### config.mk
export PLATFORM = sky130hd
export DESIGN_NAME = macc_pipe
export DESIGN_NICKNAME = d
export VERILOG_FILES = /design/src/rtl/macc_pkg.sv /design/src/rtl/macc_mult_pipe.sv /design/src/rtl/macc_pipe.sv
export SDC_FILE = /design/constraint.sdc
export NUM_CORES = 1
export LEC_CHECK = 0
export BUFFER_PORTS_ARGS = -buffer_cell sky130_fd_sc_hd__buf_2
export CORE_MARGIN = 2
export CORE_UTILIZATION = 45
export DETAILED_ROUTE_END_ITERATION = 8
export PLACE_DENSITY_LB_ADDON = 0.25
export SKIP_LAST_GASP = 1
export SLEW_MARGIN = 30
export SYNTH_ARGS = -nofsm -noshare
export SYNTH_HDL_FRONTEND = slang
export SYNTH_SLANG_ARGS = --single-unit
### constraint.sdc
create_clock -name clk -period 6.1 [get_ports clk]
set_input_delay 1.22 -clock clk [delete_from_list [all_inputs] [get_ports clk]]
set_output_delay 1.22 -clock clk [all_outputs]
set_load 0.05 [all_outputs]
### src/rtl/macc_pkg.sv
//==============================================================================
// Module      : macc_pkg
// Description : Shared constants and helpers for the pipelined MAC.
// Revision    : 1.0 - initial release
//==============================================================================
`default_nettype none

package macc_pkg;

    localparam int MAX_MUL_STAGES = 3;
    localparam int c_ext_w        = 128;

    function automatic int macc_latency(input int mul_stages);
        return mul_stages + 2;
    endfunction

    // Extend the low 'w' bits of x to the full container, sign or zero fill.
    function automatic logic [c_ext_w-1:0] ext_to_p(input logic [c_ext_w-1:0] x,
                                                    input int                 w,
                                                    input logic               sgn);
        logic [c_ext_w-1:0] r;
        logic               s;
        s = sgn & x[7'(w - 1)];
        for (int i = 0; i < c_ext_w; i++) begin
            r[i[6:0]] = (i >= w) ? s : x[i[6:0]];
        end
        return r;
    endfunction

endpackage

`default_nettype wire

### src/rtl/macc_mult_pipe.sv
//==============================================================================
// Module      : macc_mult_pipe
// Description : Exact multiplier followed by a MUL_STAGES-deep delay line that
//               carries the valid bit and accumulator side-band controls.
// Revision    : 1.0 - initial release
//==============================================================================
`default_nettype none

module macc_mult_pipe
    import macc_pkg::*;
#(
    parameter int A_WIDTH    = 25,
    parameter int B_WIDTH    = 18,
    parameter int P_WIDTH    = 48,
    parameter int SIGNED     = 0,
    parameter int MUL_STAGES = 2
) (
    input  logic               clk,
    input  logic               rst,
    input  logic               ce,
    input  logic               in_valid,
    input  logic [A_WIDTH-1:0] a,
    input  logic [B_WIDTH-1:0] b,
    input  logic               carryin,
    input  logic               acc_en,
    input  logic               acc_clr,
    output logic               out_valid,
    output logic [P_WIDTH-1:0] prod,
    output logic               out_carryin,
    output logic               out_acc_en,
    output logic               out_acc_clr
);

    localparam int c_prod_w = A_WIDTH + B_WIDTH;

    logic                  w_sa;
    logic                  w_sb;
    logic [c_prod_w-1:0]   w_ax;
    logic [c_prod_w-1:0]   w_bx;
    logic [c_prod_w-1:0]   w_prod;
    logic [P_WIDTH-1:0]    w_prod_ext;

    logic [P_WIDTH-1:0]    r_prod [MUL_STAGES];
    logic [MUL_STAGES-1:0] r_vld;
    logic [MUL_STAGES-1:0] r_ci;
    logic [MUL_STAGES-1:0] r_en;
    logic [MUL_STAGES-1:0] r_clr;

    // Low c_prod_w bits of the extended operands' product equal the exact product.
    assign w_sa       = (SIGNED != 0) & a[A_WIDTH-1];
    assign w_sb       = (SIGNED != 0) & b[B_WIDTH-1];
    assign w_ax       = {{B_WIDTH{w_sa}}, a};
    assign w_bx       = {{A_WIDTH{w_sb}}, b};
    assign w_prod     = w_ax * w_bx;
    assign w_prod_ext = P_WIDTH'(ext_to_p(c_ext_w'(w_prod), c_prod_w, SIGNED != 0));

    always_ff @(posedge clk or negedge rst) begin
        if (!rst) begin
            r_vld <= '0;
            r_ci  <= '0;
            r_en  <= '0;
            r_clr <= '0;
            for (int i = 0; i < MUL_STAGES; i++) begin
                r_prod[i] <= '0;
            end
        end else if (ce) begin
            r_prod[0] <= w_prod_ext;
            r_vld[0]  <= in_valid;
            r_ci[0]   <= carryin;
            r_en[0]   <= acc_en;
            r_clr[0]  <= acc_clr;
            for (int i = 1; i < MUL_STAGES; i++) begin
                r_prod[i] <= r_prod[i-1];
                r_vld[i]  <= r_vld[i-1];
                r_ci[i]   <= r_ci[i-1];
                r_en[i]   <= r_en[i-1];
                r_clr[i]  <= r_clr[i-1];
            end
        end
    end

    assign prod        = r_prod[MUL_STAGES-1];
    assign out_valid   = r_vld[MUL_STAGES-1];
    assign out_carryin = r_ci[MUL_STAGES-1];
    assign out_acc_en  = r_en[MUL_STAGES-1];
    assign out_acc_clr = r_clr[MUL_STAGES-1];

endmodule

`default_nettype wire

### src/rtl/macc_pipe.sv
//==============================================================================
// Module      : macc_pipe
// Description : Pipelined multiply-accumulate: input register, multiplier
//               pipe, accumulator with sticky wrap flag.
// Revision    : 1.0 - initial release
//==============================================================================
`default_nettype none

module macc_pipe
    import macc_pkg::*;
#(
    parameter int A_WIDTH    = 25,
    parameter int B_WIDTH    = 18,
    parameter int P_WIDTH    = 48,
    parameter int SIGNED     = 0,
    parameter int MUL_STAGES = 2
) (
    input  logic               clk,
    input  logic               rst,
    input  logic               ce,
    input  logic               in_valid,
    input  logic [A_WIDTH-1:0] a,
    input  logic [B_WIDTH-1:0] b,
    input  logic               carryin,
    input  logic               acc_en,
    input  logic               acc_clr,
    output logic [P_WIDTH-1:0] p,
    output logic               out_valid,
    output logic               overflow
);

    generate
        if (MUL_STAGES < 1 || MUL_STAGES > MAX_MUL_STAGES ||
            P_WIDTH < A_WIDTH + B_WIDTH || P_WIDTH > c_ext_w ||
            (SIGNED != 0 && SIGNED != 1)) begin : g_param_check
            $error("macc_pipe: illegal parameter combination");
        end
    endgenerate

    logic [A_WIDTH-1:0] r_a;
    logic [B_WIDTH-1:0] r_b;
    logic               r_ci;
    logic               r_en;
    logic               r_clr;
    logic               r_vld;

    logic               w_m_vld;
    logic [P_WIDTH-1:0] w_m_prod;
    logic               w_m_ci;
    logic               w_m_en;
    logic               w_m_clr;

    logic [P_WIDTH-1:0] w_base;
    logic [P_WIDTH-1:0] w_bp;
    logic [P_WIDTH:0]   w_sum;
    logic               w_wrap;

    logic [P_WIDTH-1:0] r_p;
    logic               r_ovf;
    logic               r_outv;

    always_ff @(posedge clk or negedge rst) begin
        if (!rst) begin
            r_a   <= '0;
            r_b   <= '0;
            r_ci  <= 1'b0;
            r_en  <= 1'b0;
            r_clr <= 1'b0;
            r_vld <= 1'b0;
        end else if (ce) begin
            r_a   <= a;
            r_b   <= b;
            r_ci  <= carryin;
            r_en  <= acc_en;
            r_clr <= acc_clr;
            r_vld <= in_valid;
        end
    end

    macc_mult_pipe #(
        .A_WIDTH    (A_WIDTH),
        .B_WIDTH    (B_WIDTH),
        .P_WIDTH    (P_WIDTH),
        .SIGNED     (SIGNED),
        .MUL_STAGES (MUL_STAGES)
    ) u_mult (
        .clk         (clk),
        .rst         (rst),
        .ce          (ce),
        .in_valid    (r_vld),
        .a           (r_a),
        .b           (r_b),
        .carryin     (r_ci),
        .acc_en      (r_en),
        .acc_clr     (r_clr),
        .out_valid   (w_m_vld),
        .prod        (w_m_prod),
        .out_carryin (w_m_ci),
        .out_acc_en  (w_m_en),
        .out_acc_clr (w_m_clr)
    );

    // Wrap is judged on base+prod only in signed mode; carryin is a plain +1.
    assign w_base = (w_m_clr || !w_m_en) ? '0 : r_p;
    assign w_bp   = w_base + w_m_prod;
    assign w_sum  = {1'b0, w_base} + {1'b0, w_m_prod} + {{P_WIDTH{1'b0}}, w_m_ci};
    assign w_wrap = (SIGNED != 0)
                  ? ((w_base[P_WIDTH-1] == w_m_prod[P_WIDTH-1]) &&
                     (w_bp[P_WIDTH-1] != w_base[P_WIDTH-1]))
                  : w_sum[P_WIDTH];

    always_ff @(posedge clk or negedge rst) begin
        if (!rst) begin
            r_p    <= '0;
            r_ovf  <= 1'b0;
            r_outv <= 1'b0;
        end else if (ce) begin
            r_outv <= w_m_vld;
            if (w_m_vld) begin
                r_p   <= w_sum[P_WIDTH-1:0];
                r_ovf <= w_m_clr ? w_wrap : (r_ovf | w_wrap);
            end
        end
    end

    // Masking with ce reports a result held across a stall once, when ce returns.
    assign p         = r_p;
    assign overflow  = r_ovf;
    assign out_valid = r_outv & ce;

endmodule

`default_nettype wire
=== After elaboration in Yosys (flattened, before gate mapping) ===
Cells that the tools add are included.

* Bitwise operators: 2
* Muxes and demuxes: 2
* Add/sub/neg operators: 2
* Reduce and logical (&&, ||, !) cells: 3
* Multipliers: 1

{| class="wikitable"
|+ Operators by type and width
! operator !! number
|-
| adder 48 x 43 -> 49 bit || 1
|-
| adder 49 x 1 -> 49 bit || 1
|-
| two-way mux 48 bit || 1
|-
| multiplier 25 x 18 -> 43 bit || 1
|-
| AND reduction 2 bit || 1
|-
| bitwise AND 1 bit || 1
|-
| zero test 1 bit || 1
|-
| logical OR 1 bit || 1
|-
| two-way mux 1 bit || 1
|-
| bitwise OR 1 bit || 1
|}

* Input port bits: 50
* Flip-flop bits (word level): 191
* Output and inout bits: 50
* Logic and storage cells: 25

=== Logic depth before layout (Yosys ltp) ===
Gate-level depths: netlist of the first run.

* Depth in word-level cells: 7
* Gate-level depth with buffers: 25
* Gate-level depth less buffers: 23

=== By module ===
Synthesis of the first run repeated with hierarchy kept, for this count alone.

* Cell total of the unflattened synthesis: 2,715
* Area, all modules: 25,169.1 µm²

{| class="wikitable"
|+ By module, submodules not included
! module !! cells each !! area each (µm²) !! seq. area each (µm²) !! times used
|-
| macc_mult_pipe || 2,016 || 18,576.6 || 2,352.3 || 1
|-
| macc_pipe || 699 || 6,592.6 || 2,427.3 || 1
|}

=== Worst setup path after synthesis of the first run ===
Ideal clock, no wire load.

* Path type: register -> register
* From: reg r_a[22]
* To: reg u_mult.r_prod[88] (netlist bit)
* Clock period less this slack: 6.220 ns
* Path slack: -0.120 ns
* Cell stages (with the launch flop): 26
* Buffers on the path: 3
* Library setup time: 0.125 ns
* Arrival time: 6.096 ns
* Required time: 5.975 ns
* Cells stage by stage: dfrtp_1 > clkbuf_1 > clkbuf_1 > nand2_1 > fa_1 > inv_1 > fa_1 > inv_1 > fa_1 > inv_1 > fa_1 > fa_1 > inv_1 > fa_1 > inv_1 > ha_1 > clkbuf_1 > nand2_1 > o21ai_0 > a21oi_1 > nor2_1 > nor4_1 > o41ai_1 > a41oi_2 > xnor2_1 > mux2_2

* Word-level cells in the longest chain between the ends: 1

{| class="wikitable"
|+ Ends and longest elaborated chain
! element !! RTL line !! text
|-
| from (decl) || macc_pipe.sv:40 || <nowiki>logic [A_WIDTH-1:0] r_a;</nowiki>
|-
| from (signal assigned) || macc_pipe.sv:64 || <nowiki>r_a <= '0;</nowiki>
|-
| from (signal assigned) || macc_pipe.sv:71 || <nowiki>r_a <= a;</nowiki>
|-
| multiplier 25 x 18 -> 43 bit || macc_mult_pipe.sv:54 || <nowiki>assign w_prod = w_ax * w_bx;</nowiki>
|-
| to (signal, indexed assignment) || macc_mult_pipe.sv:73 || <nowiki>r_prod[i] <= r_prod[i-1];</nowiki>
|-
| to (decl) || macc_mult_pipe.sv:43 || <nowiki>logic [P_WIDTH-1:0] r_prod [MUL_STAGES];</nowiki>
|}

No other way between the ends.
A chain may end at the register's enable or synchronous reset.

=== Final worst setup path of the first run ===
* From: reg r_b[6]
* To: reg u_mult.r_prod[88] (netlist bit)

* Word-level cells in the longest chain between the ends: 1

{| class="wikitable"
|+ Ends and longest elaborated chain
! element !! RTL line !! text
|-
| from (decl) || macc_pipe.sv:41 || <nowiki>logic [B_WIDTH-1:0] r_b;</nowiki>
|-
| from (signal assigned) || macc_pipe.sv:65 || <nowiki>r_b <= '0;</nowiki>
|-
| from (signal assigned) || macc_pipe.sv:72 || <nowiki>r_b <= b;</nowiki>
|-
| multiplier 25 x 18 -> 43 bit || macc_mult_pipe.sv:54 ||
|}

No other way between the ends.

==> results of run 1 <==
## worst max-delay path, cell delays in order, from the launching register on
cell and delay, ps:
dfrtp_2 470, and2_4 190, fa_1 530, inv_1 60, fa_2 520, fa_1 430
fa_1 500, inv_1 50, fa_1 490, inv_1 50, fa_1 480, inv_1 70
ha_4 250, buf_4 130, a21oi_1 120, o21ai_1 100, a221o_1 360, a21o_1 220
o21ai_4 190, o311ai_4 180, a41oi_2 260, xnor2_1 110, mux2_2 260
## what timing repair did
item                                    in CTS  in global routing
endpoints found under the setup margin      18                 20
setup buffers                               16                  4
pin swaps                                   26                 41
resized for setup                           70                 69
## how the worst max path moves through the flow
stage | to | slack [ps] | depth (start not counted)
2_1_floorplan | u_mult.r_prod[77]$_DFFE_PN0P_ | 0.8 | 24
3_3_place_gp | u_mult.r_prod[88]$_DFFE_PN0P_ | -300 | 23
3_5_place_dp | u_mult.r_prod[86]$_DFFE_PN0P_ | -400 | 21
4_1_cts | u_mult.r_prod[79]$_DFFE_PN0P_ | -70 | 24
5_1_grt | u_mult.r_prod[88]$_DFFE_PN0P_ | -320 | 24
6_report | u_mult.r_prod[88]$_DFFE_PN0P_ | -70 | 22
## placed cells by master (no fill, tap or decap), types with 6 or more instances in the layout
cell and n:
o21a_1 7, fa_2 8, ha_1 145, nand3_1 22, dfrtp_1 166, fa_1 362, inv_1 432, nand2_1 399
dfrtp_2 25, and2_4 6, nand4_1 25, o21bai_1 10, xnor2_1 41, xor2_1 29, clkbuf_16 17, o21ai_2 7
mux2_2 130, buf_6 14, nor2b_1 8, o21ai_1 11, a21o_1 35, ha_4 14, a21oi_1 80, buf_2 97
nor2_1 45, a21oi_2 10, buf_12 10, and2_1 221, nor3_1 17, o21ai_0 74, buf_4 197, and3_1 8
## state kept, by name, summed over array words and instances (netlist names), 18 cells and up
signal and count:
p 48, u_mult.prod 43, u_mult.r_prod 43, r_a 25
r_b 18
## per-stage QoR
step / instances / area (um^2) / worst slack [ps]
after floorplan: 2626 / 24500 / 0.838
after global placement: 3464 / 26900 / -301
after detailed placement: 3464 / 26900 / -401
after CTS: 3512 / 27900 / -71.9
after global routing: 3516 / 28200 / -325
final: 3516 / 28200 / -66.4
## cell families (layout without fill, tap and decap cells)
family | Yosys count | in the layout
xor gates and xnor gates | 71 | 71
muxes | 134 | 134
AOI/OAI and AO/OA | 318 | 318
and+or+nand+nor | 792 | 792
buffers and inverters | 591 | 785
adders and majority gates | 529 | 529
DFF | 191 | 191
## metal layers
| layer | track usage | routed length, um | vias to the layer above |
|---|---|---|---|
| li1 | - | - | 8592 |
| met3 | 0.0315 | 2350 | 108 |
| met2 | 0.405 | 31200 | 390 |
| met4 | 0.0896 | 1890 | 0 |
| met5 | 0 | 0 | - |
| met1 | 0.299 | 26600 | 9357 |
## cell type report
type | count | area, um^2
Fill cell | 4944 | 25600
Multi-Input combinational cell | 1844 | 18000
Sequential cell | 191 | 4810
Timing Repair Buffer | 319 | 2340
Inverter | 434 | 1630
Tap cell | 696 | 871
Clock buffer | 17 | 425
Clock inverter | 15 | 191
==> flow_summary.json, run 1 <==
{
  "wl_per_cell_um": 17.7,
  "clock_latency_ps": 510,
  "path_max_fanout": 7,
  "yosysSeqAreaShare": 0.195,
  "coreArea_um2": 53800,
  "synth-edff-count": 0,
  "first_pass_iters": 5,
  "hp-class": "register to register",
  "crit_type": "register to register",
  "skew_ps": 16.2,
  "worst_pin_slew_ps": 843,
  "hold_slack_ps": 487,
  "viasPerCell": 5.25,
  "slew_violations": 0,
  "grt_overflow_total": 0,
  "synthXorXnorAreaFrac": 0.0254,
  "yosysTopAreaCell": "fa_1",
  "cp.arrival_ps": 6560,
  "period_share": 1.01,
  "synth_top_cell_area_share": 0.303,
  "maxSlewHeadroom": 0.436,
  "hold_buffers": 0,
  "layout.nets": 3386,
  "reg2reg_setup_slack_ps": -70,
  "synth-simple-area-share": 0.157,
  "cp.required_ps": 6500,
  "track_usage": 0.234,
  "grt_pass1_wl_mm": 103,
  "syn_avg_cell_area_um2": 9.31,
  "clkTransAtPathRegs_ps": 80,
  "ys_ff_latch": 191,
  "clockBufferDepth": 2,
  "gp_congestion": 0.869,
  "diodes": 0,
  "failed_checks": "setup timing",
  "startpoint": "r_b[6]$_DFFE_PN0P_",
  "min_period_ps": 6170,
  "synth_compound_area_frac": 0.0859,
  "setup_viol": 4,
  "final_layout_size_suffix_gt1_frac": 0.215,
  "cts-buffers-inserted": 17,
  "dp_hpwl_mm": 50.2,
  "synth-main-ff-cell": "dfrtp_1",
  "synthArstFlopShare": 1.00,
  "synth_fa_ha_area_frac": 0.384,
  "synth_area_um2": 24500,
  "fmax_mhz": 162,
  "synth_common_cells": "434 x inv_1, 402 x nand2_1, 370 x fa_1, 226 x and2_1, 191 x dfrtp_1",
  "num_rows": 85,
  "synth_most_common_cell": "inv_1",
  "whs_endpoint": "u_mult.r_prod[62]$_DFFE_PN0P_",
  "cts_tree": "done",
  "ff2ff_path_depth": 22,
  "die_h_um": 237,
  "wl_mm": 62.1,
  "num_vias": 18400,
  "grt_max_degree": 104,
  "maxCapViolCount": 0,
  "hold_viol_final": 0,
  "cp-start-kind": "register",
  "first_global_vias": 20000,
  "ant_nets": 0,
  "die_w_um": 237,
  "cts_root_buf": "clkbuf_16",
  "antenna_found_initial": 0,
  "holdPathStages": 1,
  "netlist_instances": 2626,
  "status": "finished, violations left",
  "clock_sinks": 191,
  "h-tree-depth": 4,
  "rsz0062_at_grt": "yes",
  "synth_top_family_by_area": "adder cells",
  "utilization": 0.525,
  "critPathCaptureType": "register",
  "setup_tns_ps": -119,
  "start_util": 0.454,
  "synth.distinct_cells": 77,
  "synth_fp_nets": 3205,
  "ys_warn_count": 0,
  "area_growth_pct": 15.4,
  "fin_ws_ps": -66.4,
  "drt_iter0_drc": 969,
  "die_area_um2": 56200,
  "place.port_buffers": 99,
  "io_pins": 100,
  "r2r-end": "u_mult.r_prod[88]$_DFFE_PN0P_",
  "drt_drc_violations_left": 0,
  "synthMuxAreaShare": 0.0616,
  "holdCritStartpoint": "u_mult.r_prod[62]$_DFFE_PN0P_",
  "synthTopCellsByArea": "fa_1 30%, dfrtp_1 20%, ha_1 8.1%",
  "r2r-start": "r_b[6]$_DFFE_PN0P_"
}
Power of run 1 is not shown: default switching activity piles up to over one toggle a cycle in this logic, so the estimate is an artifact.
==> run 2, diff against run 1 <==
--- a/config.mk
+++ b/config.mk
@@ -6,8 +6,8 @@
 export NUM_CORES = 1
 export LEC_CHECK = 0
 export BUFFER_PORTS_ARGS = -buffer_cell sky130_fd_sc_hd__buf_2
-export CORE_MARGIN = 2
 export CORE_UTILIZATION = 45
+export CTS_BUF_LIST = sky130_fd_sc_hd__clkbuf_2
 export DETAILED_ROUTE_END_ITERATION = 8
 export PLACE_DENSITY_LB_ADDON = 0.25
 export SKIP_LAST_GASP = 1
==> run 2 against run 1 <==
The run still ends with setup timing left; core utilization up 0.47 points; global-route usage about the same; via count down 0.17%; wire length down 0.62%; first-iteration DRC count up 4.7%; register-to-register slack worse by 110 ps; critical path type unchanged; flip-flop and latch count unchanged; cell area up 0.69%.
==> flow_summary.json, run 2 (synthesized netlist as in run 1, its figures left out) <==
{
  "status": "finished, violations left",
  "failed_checks": "setup timing",
  "wl_per_cell_um": 17.4,
  "cp.required_ps": 7040,
  "holdPathStages": 2,
  "grt_max_degree": 100,
  "first_pass_iters": 6,
  "num_rows": 85,
  "clock_latency_ps": 1060,
  "h-tree-depth": 4,
  "maxSlewHeadroom": 0.361,
  "path_max_fanout": 6,
  "cp.arrival_ps": 7220,
  "setup_viol": 10,
  "coreArea_um2": 53700,
  "r2r-end": "u_mult.r_prod[77]$_DFFE_PN0P_",
  "first_global_vias": 20200,
  "track_usage": 0.235,
  "cts-buffers-inserted": 17,
  "maxCapViolCount": 0,
  "min_period_ps": 6280,
  "clkTransAtPathRegs_ps": 400,
  "rsz0062_at_grt": "yes",
  "num_vias": 18400,
  "cts_root_buf": "clkbuf_2",
  "final_common_cell": "inv_1",
  "die_w_um": 235,
  "dp_hpwl_mm": 49.7,
  "place.port_buffers": 99,
  "antenna_found_initial": 2,
  "slew_violations": 0,
  "fmax_mhz": 159,
  "layout.nets": 3415,
  "holdCritStartpoint": "a[16]",
  "die_area_um2": 55300,
  "die_h_um": 235,
  "critPathCaptureType": "register",
  "fill_cells": 4903,
  "cts_tree": "done",
  "seq_area_um2": 4810,
  "largest_register_ffs": 48,
  "hp-class": "primary input to register",
  "grt_pass1_wl_mm": 103,
  "setup_tns_ps": -850,
  "clockBufferDepth": 2,
  "clock_sinks": 191,
  "cp-start-kind": "register",
  "reg2reg_setup_slack_ps": -180,
  "fin_ws_ps": -177,
  "ff2ff_path_depth": 22,
  "skew_ps": 95.3,
  "final_cell_mix": "418 x inv_1, 395 x nand2_1, 357 x fa_1",
  "ant_nets": 0,
  "viasPerCell": 5.19,
  "start_util": 0.455,
  "area_growth_pct": 16.2,
  "drt_drc_violations_left": 0,
  "multi_input_area_um2": 18200,
  "r2r-start": "r_a[11]$_DFFE_PN0P_",
  "worst_pin_slew_ps": 958,
  "wl_mm": 61.7,
  "grt_overflow_total": 0,
  "period_share": 1.03,
  "io_pins": 100,
  "crit_type": "register to register",
  "drt_iter0_drc": 1015,
  "hold_viol_final": 0,
  "final_layout_size_suffix_gt1_frac": 0.237,
  "whs_endpoint": "r_a[16]$_DFFE_PN0P_",
  "gp_congestion": 0.883
}
[run 2: cell count changes in the layout (fill, tap and decap cells not counted), moves of 6 or more]
cell and change:
inv_1 -14, buf_4 +6, clkbuf_16 -17, inv_2 +14, buf_6 +13, clkbuf_2 +17
buf_12 +6
[run 2: final cells by class]
class / instances / share of cell area
multi-input cells: 1844 / 0.639
flip-flops and latches: 191 / 0.169
repair buffers: 348 / 0.0952
inverters: 434 / 0.0573
well taps: 696 / 0.0306
clock inverters: 15 / 0.00497
clock buffers: 17 / 0.00299
diodes: 2 / 0.000176
[run 2: per-layer routing]
layer | vias to the layer above | part of all wire | global-route usage
met4 | 0 | 0.023 | 0.0865
met3 | 81 | 0.027 | 0.0239
met5 | - | 0 | 0
met1 | 9368 | 0.44 | 0.301
met2 | 325 | 0.51 | 0.410
li1 | 8641 | - | -
[run 2: stage by stage]
step | hold WS [ps] | cells | area, um^2 | setup slack, ps | utilization
final | 349 | 3547 | 28400 | -177 | 0.529
after CTS | 9.35 | 3513 | 27500 | -74.1 | 0.512
after global placement | 461 | 3460 | 26900 | -258 | 0.500
after floorplan | 446 | 2626 | 24500 | 0.838 | -
after global routing | 271 | 3547 | 28400 | -362 | 0.529
after detailed placement | 479 | 3460 | 26900 | -288 | 0.500
[run 2: worst max path at each step]
stage	slack, ps	startpoint	endpoint	cells past startpoint
6_report	-180	r_a[11]$_DFFE_PN0P_	u_mult.r_prod[77]$_DFFE_PN0P_	22
5_1_grt	-360	r_a[11]$_DFFE_PN0P_	u_mult.r_prod[88]$_DFFE_PN0P_	23
4_1_cts	-70	r_b[8]$_DFFE_PN0P_	u_mult.r_prod[79]$_DFFE_PN0P_	23
3_5_place_dp	-290	r_b[7]$_DFFE_PN0P_	u_mult.r_prod[88]$_DFFE_PN0P_	23
3_3_place_gp	-260	r_b[7]$_DFFE_PN0P_	u_mult.r_prod[88]$_DFFE_PN0P_	23
2_1_floorplan	0.8	r_a[22]$_DFFE_PN0P_	u_mult.r_prod[77]$_DFFE_PN0P_	24
[run 2: critical path, stage by stage (launching register included)]
cell	delay, ps
dfrtp_2	520
buf_6	120
buf_6	120
and2_4	150
fa_1	480
fa_1	520
fa_1	550
fa_1	550
fa_1	570
inv_1	60
fa_1	510
inv_2	50
ha_4	230
a21o_1	200
o21bai_4	190
a2111oi_4	380
o31ai_2	150
o21ai_1	100
buf_4	150
buf_6	100
o21ai_2	50
xor2_1	150
mux2_4	250
[run 2: timing repair]
| item | 4_1_cts | 5_1_grt |
|---|---|---|
| hold buffers | 0 | 1 |
| resized for setup | 72 | 140 |
| pin swaps | 42 | 80 |
| endpoints found under the hold margin | 0 | 31 |
| setup endpoints to repair | 19 | 22 |
| cloned | 0 | 1 |
| buffers inserted | 21 | 30 |
Power of run 2 is left out for the same reason.
==> run 3, diff against run 2 <==
--- a/config.mk
+++ b/config.mk
@@ -6,7 +6,8 @@
 export NUM_CORES = 1
 export LEC_CHECK = 0
 export BUFFER_PORTS_ARGS = -buffer_cell sky130_fd_sc_hd__buf_2
-export CORE_UTILIZATION = 45
+export CAP_MARGIN = 20
+export CORE_UTILIZATION = 55
 export CTS_BUF_LIST = sky130_fd_sc_hd__clkbuf_2
 export DETAILED_ROUTE_END_ITERATION = 8
 export PLACE_DENSITY_LB_ADDON = 0.25
==> constraint.sdc (replaced) <==
create_clock -name clk -period 5.3 [get_ports clk]
set_input_delay 1.06 -clock clk [delete_from_list [all_inputs] [get_ports clk]]
set_output_delay 1.06 -clock clk [all_outputs]
set_load 0.05 [all_outputs]
==> run 3 against run 2 <==
The run ends with DRC, setup timing left; first-iteration DRC count is 9.1% higher; non-clock buffer count is 27 higher; critical path depth stayed put; register-to-register slack worse by 700 ps; via count is 3.5% higher; final cell count is 2.1% lower; wire length is 1.8% lower; core utilization is 13 points higher; maximum frequency is 1.7% higher; worst hold slack worse by 230 ps; clock skew is 22 ps lower; critical endpoint is now u_mult.r_prod[81]$_DFFE_PN0P_; largest cell class unchanged; highest routed layer unchanged.
==> flow_summary.json, run 3 (synthesized netlist as in run 1, its figures left out) <==
{
  "status": "finished, violations left",
  "cts-buffers-inserted": 17,
  "failed_checks": "DRC, setup timing",
  "setup_viol": 29,
  "die_h_um": 213,
  "area_growth_pct": 16.9,
  "wl_per_cell_um": 17.5,
  "layout.nets": 3442,
  "coreArea_um2": 43500,
  "antenna_found_initial": 7,
  "skew_ps": 73.3,
  "critPathCaptureType": "register",
  "cp-start-kind": "register",
  "fill_cells": 3460,
  "crit_type": "register to register",
  "final_layout_size_suffix_gt1_frac": 0.251,
  "first_pass_iters": 9,
  "place.port_buffers": 99,
  "hp-class": "primary input to register",
  "viasPerCell": 5.49,
  "reg2reg_setup_slack_ps": -870,
  "clock_sinks": 191,
  "clockBufferDepth": 2,
  "period_share": 1.16,
  "maxSlewHeadroom": 0.372,
  "cts_tree": "done",
  "path_max_fanout": 6,
  "wl_mm": 60.6,
  "holdCritStartpoint": "b[8]",
  "clock_latency_ps": 1130,
  "grt_pass1_wl_mm": 101,
  "track_usage": 0.287,
  "maxCapViolCount": 0,
  "final_cell_mix": "414 x inv_1, 389 x nand2_1, 358 x fa_1",
  "utilization": 0.658,
  "cp.required_ps": 6320,
  "drt_drc_violations_left": 2,
  "dp_hpwl_mm": 48.1,
  "r2r-start": "r_b[8]$_DFFE_PN0P_",
  "worst_pin_slew_ps": 941,
  "hold_viol_final": 0,
  "final_common_cell": "inv_1",
  "fin_ws_ps": -874,
  "cts_root_buf": "clkbuf_2",
  "die_w_um": 213,
  "io_pins": 100,
  "clkTransAtPathRegs_ps": 370,
  "grt_max_degree": 98,
  "rsz0062_at_grt": "yes",
  "num_rows": 76,
  "ant_nets": 0,
  "h-tree-depth": 4,
  "cp.arrival_ps": 7190,
  "start_util": 0.563,
  "first_global_vias": 20400,
  "largest_register_ffs": 48,
  "whs_endpoint": "r_b[8]$_DFFE_PN0P_",
  "num_vias": 19100,
  "gp_congestion": 0.902,
  "fmax_mhz": 162,
  "holdPathStages": 2,
  "min_period_ps": 6170,
  "die_area_um2": 45300,
  "grt_overflow_total": 0,
  "r2r-end": "u_mult.r_prod[81]$_DFFE_PN0P_",
  "slew_violations": 0,
  "ff2ff_path_depth": 22,
  "drt_iter0_drc": 1107
}
run 3: changes by cell type in the layout (fill, tap and decap cells not counted), sizes merged:
cell and change:
clkinvlp +2, clkbuf +1, clkinv +1, buf +27, inv -4, diode +9
run 3: area by class of cell:
cell class	instances	area, um^2	area share
multi-input cells	1844	18300	0.639
flip-flops and latches	191	4810	0.168
repair buffers	375	2880	0.101
inverters	434	1630	0.0571
well taps	585	732	0.0256
clock inverters	14	149	0.00521
clock buffers	18	90.1	0.00315
diodes	11	27.5	0.000963
run 3: how the worst max path moves through the flow:
stage / to / from / slack [ps] / cells past startpoint
final: u_mult.r_prod[81]$_DFFE_PN0P_ / r_b[8]$_DFFE_PN0P_ / -870 / 22
after global routing: u_mult.r_prod[81]$_DFFE_PN0P_ / r_b[8]$_DFFE_PN0P_ / -1040 / 22
after CTS: u_mult.r_prod[84]$_DFFE_PN0P_ / r_a[6]$_DFFE_PN0P_ / -750 / 22
after detailed placement: u_mult.r_prod[88]$_DFFE_PN0P_ / r_a[7]$_DFFE_PN0P_ / -970 / 22
after global placement: u_mult.r_prod[86]$_DFFE_PN0P_ / r_a[7]$_DFFE_PN0P_ / -880 / 22
after floorplan: u_mult.r_prod[76]$_DFFE_PN0P_ / r_a[6]$_DFFE_PN0P_ / -520 / 23
run 3: metal layers:
metal | up-vias | track usage | part of all wire
met5 | - | 0 | 0
met4 | 0 | 0.110 | 0.030
met3 | 135 | 0.0472 | 0.041
met2 | 523 | 0.500 | 0.52
met1 | 9687 | 0.356 | 0.41
li1 | 8723 | - | -
run 3: critical path, stage by stage (launching register included):
cell	delay, ps
dfrtp_2	550
buf_6	150
and2_1	170
fa_1	540
inv_1	50
fa_1	460
fa_1	510
inv_2	40
fa_2	490
fa_1	520
inv_1	50
fa_1	480
inv_1	60
ha_4	290
buf_4	130
nand2_4	70
a2111oi_4	400
o31ai_4	140
nand3_2	140
a221oi_4	90
o41ai_2	340
xor2_1	120
mux2_4	270
run 3: repair_timing:
action,in CTS,in global routing
setup buffers,36,23
gates cloned,0,0
setup endpoints to repair,31,32
hold buffers,1,0
resized for setup,93,85
hold endpoints to repair,43,0
pin swaps,35,66
run 3: stage by stage:
stage | cells | instance area (um^2) | setup slack [ps] | setup TNS, ps | hold slack (ps)
final | 3472 | 28600 | -874 | -19030 | 122
after detailed placement | 3377 | 27300 | -966 | -20350 | 468
after global routing | 3471 | 28600 | -1040 | -24180 | 18.0
after floorplan | 2626 | 25300 | -523 | -6480 | 446
after global placement | 3377 | 27300 | -877 | -18590 | 460
after CTS | 3441 | 28100 | -749 | -15250 | 38.9
Power of run 3 is left out for the same reason.
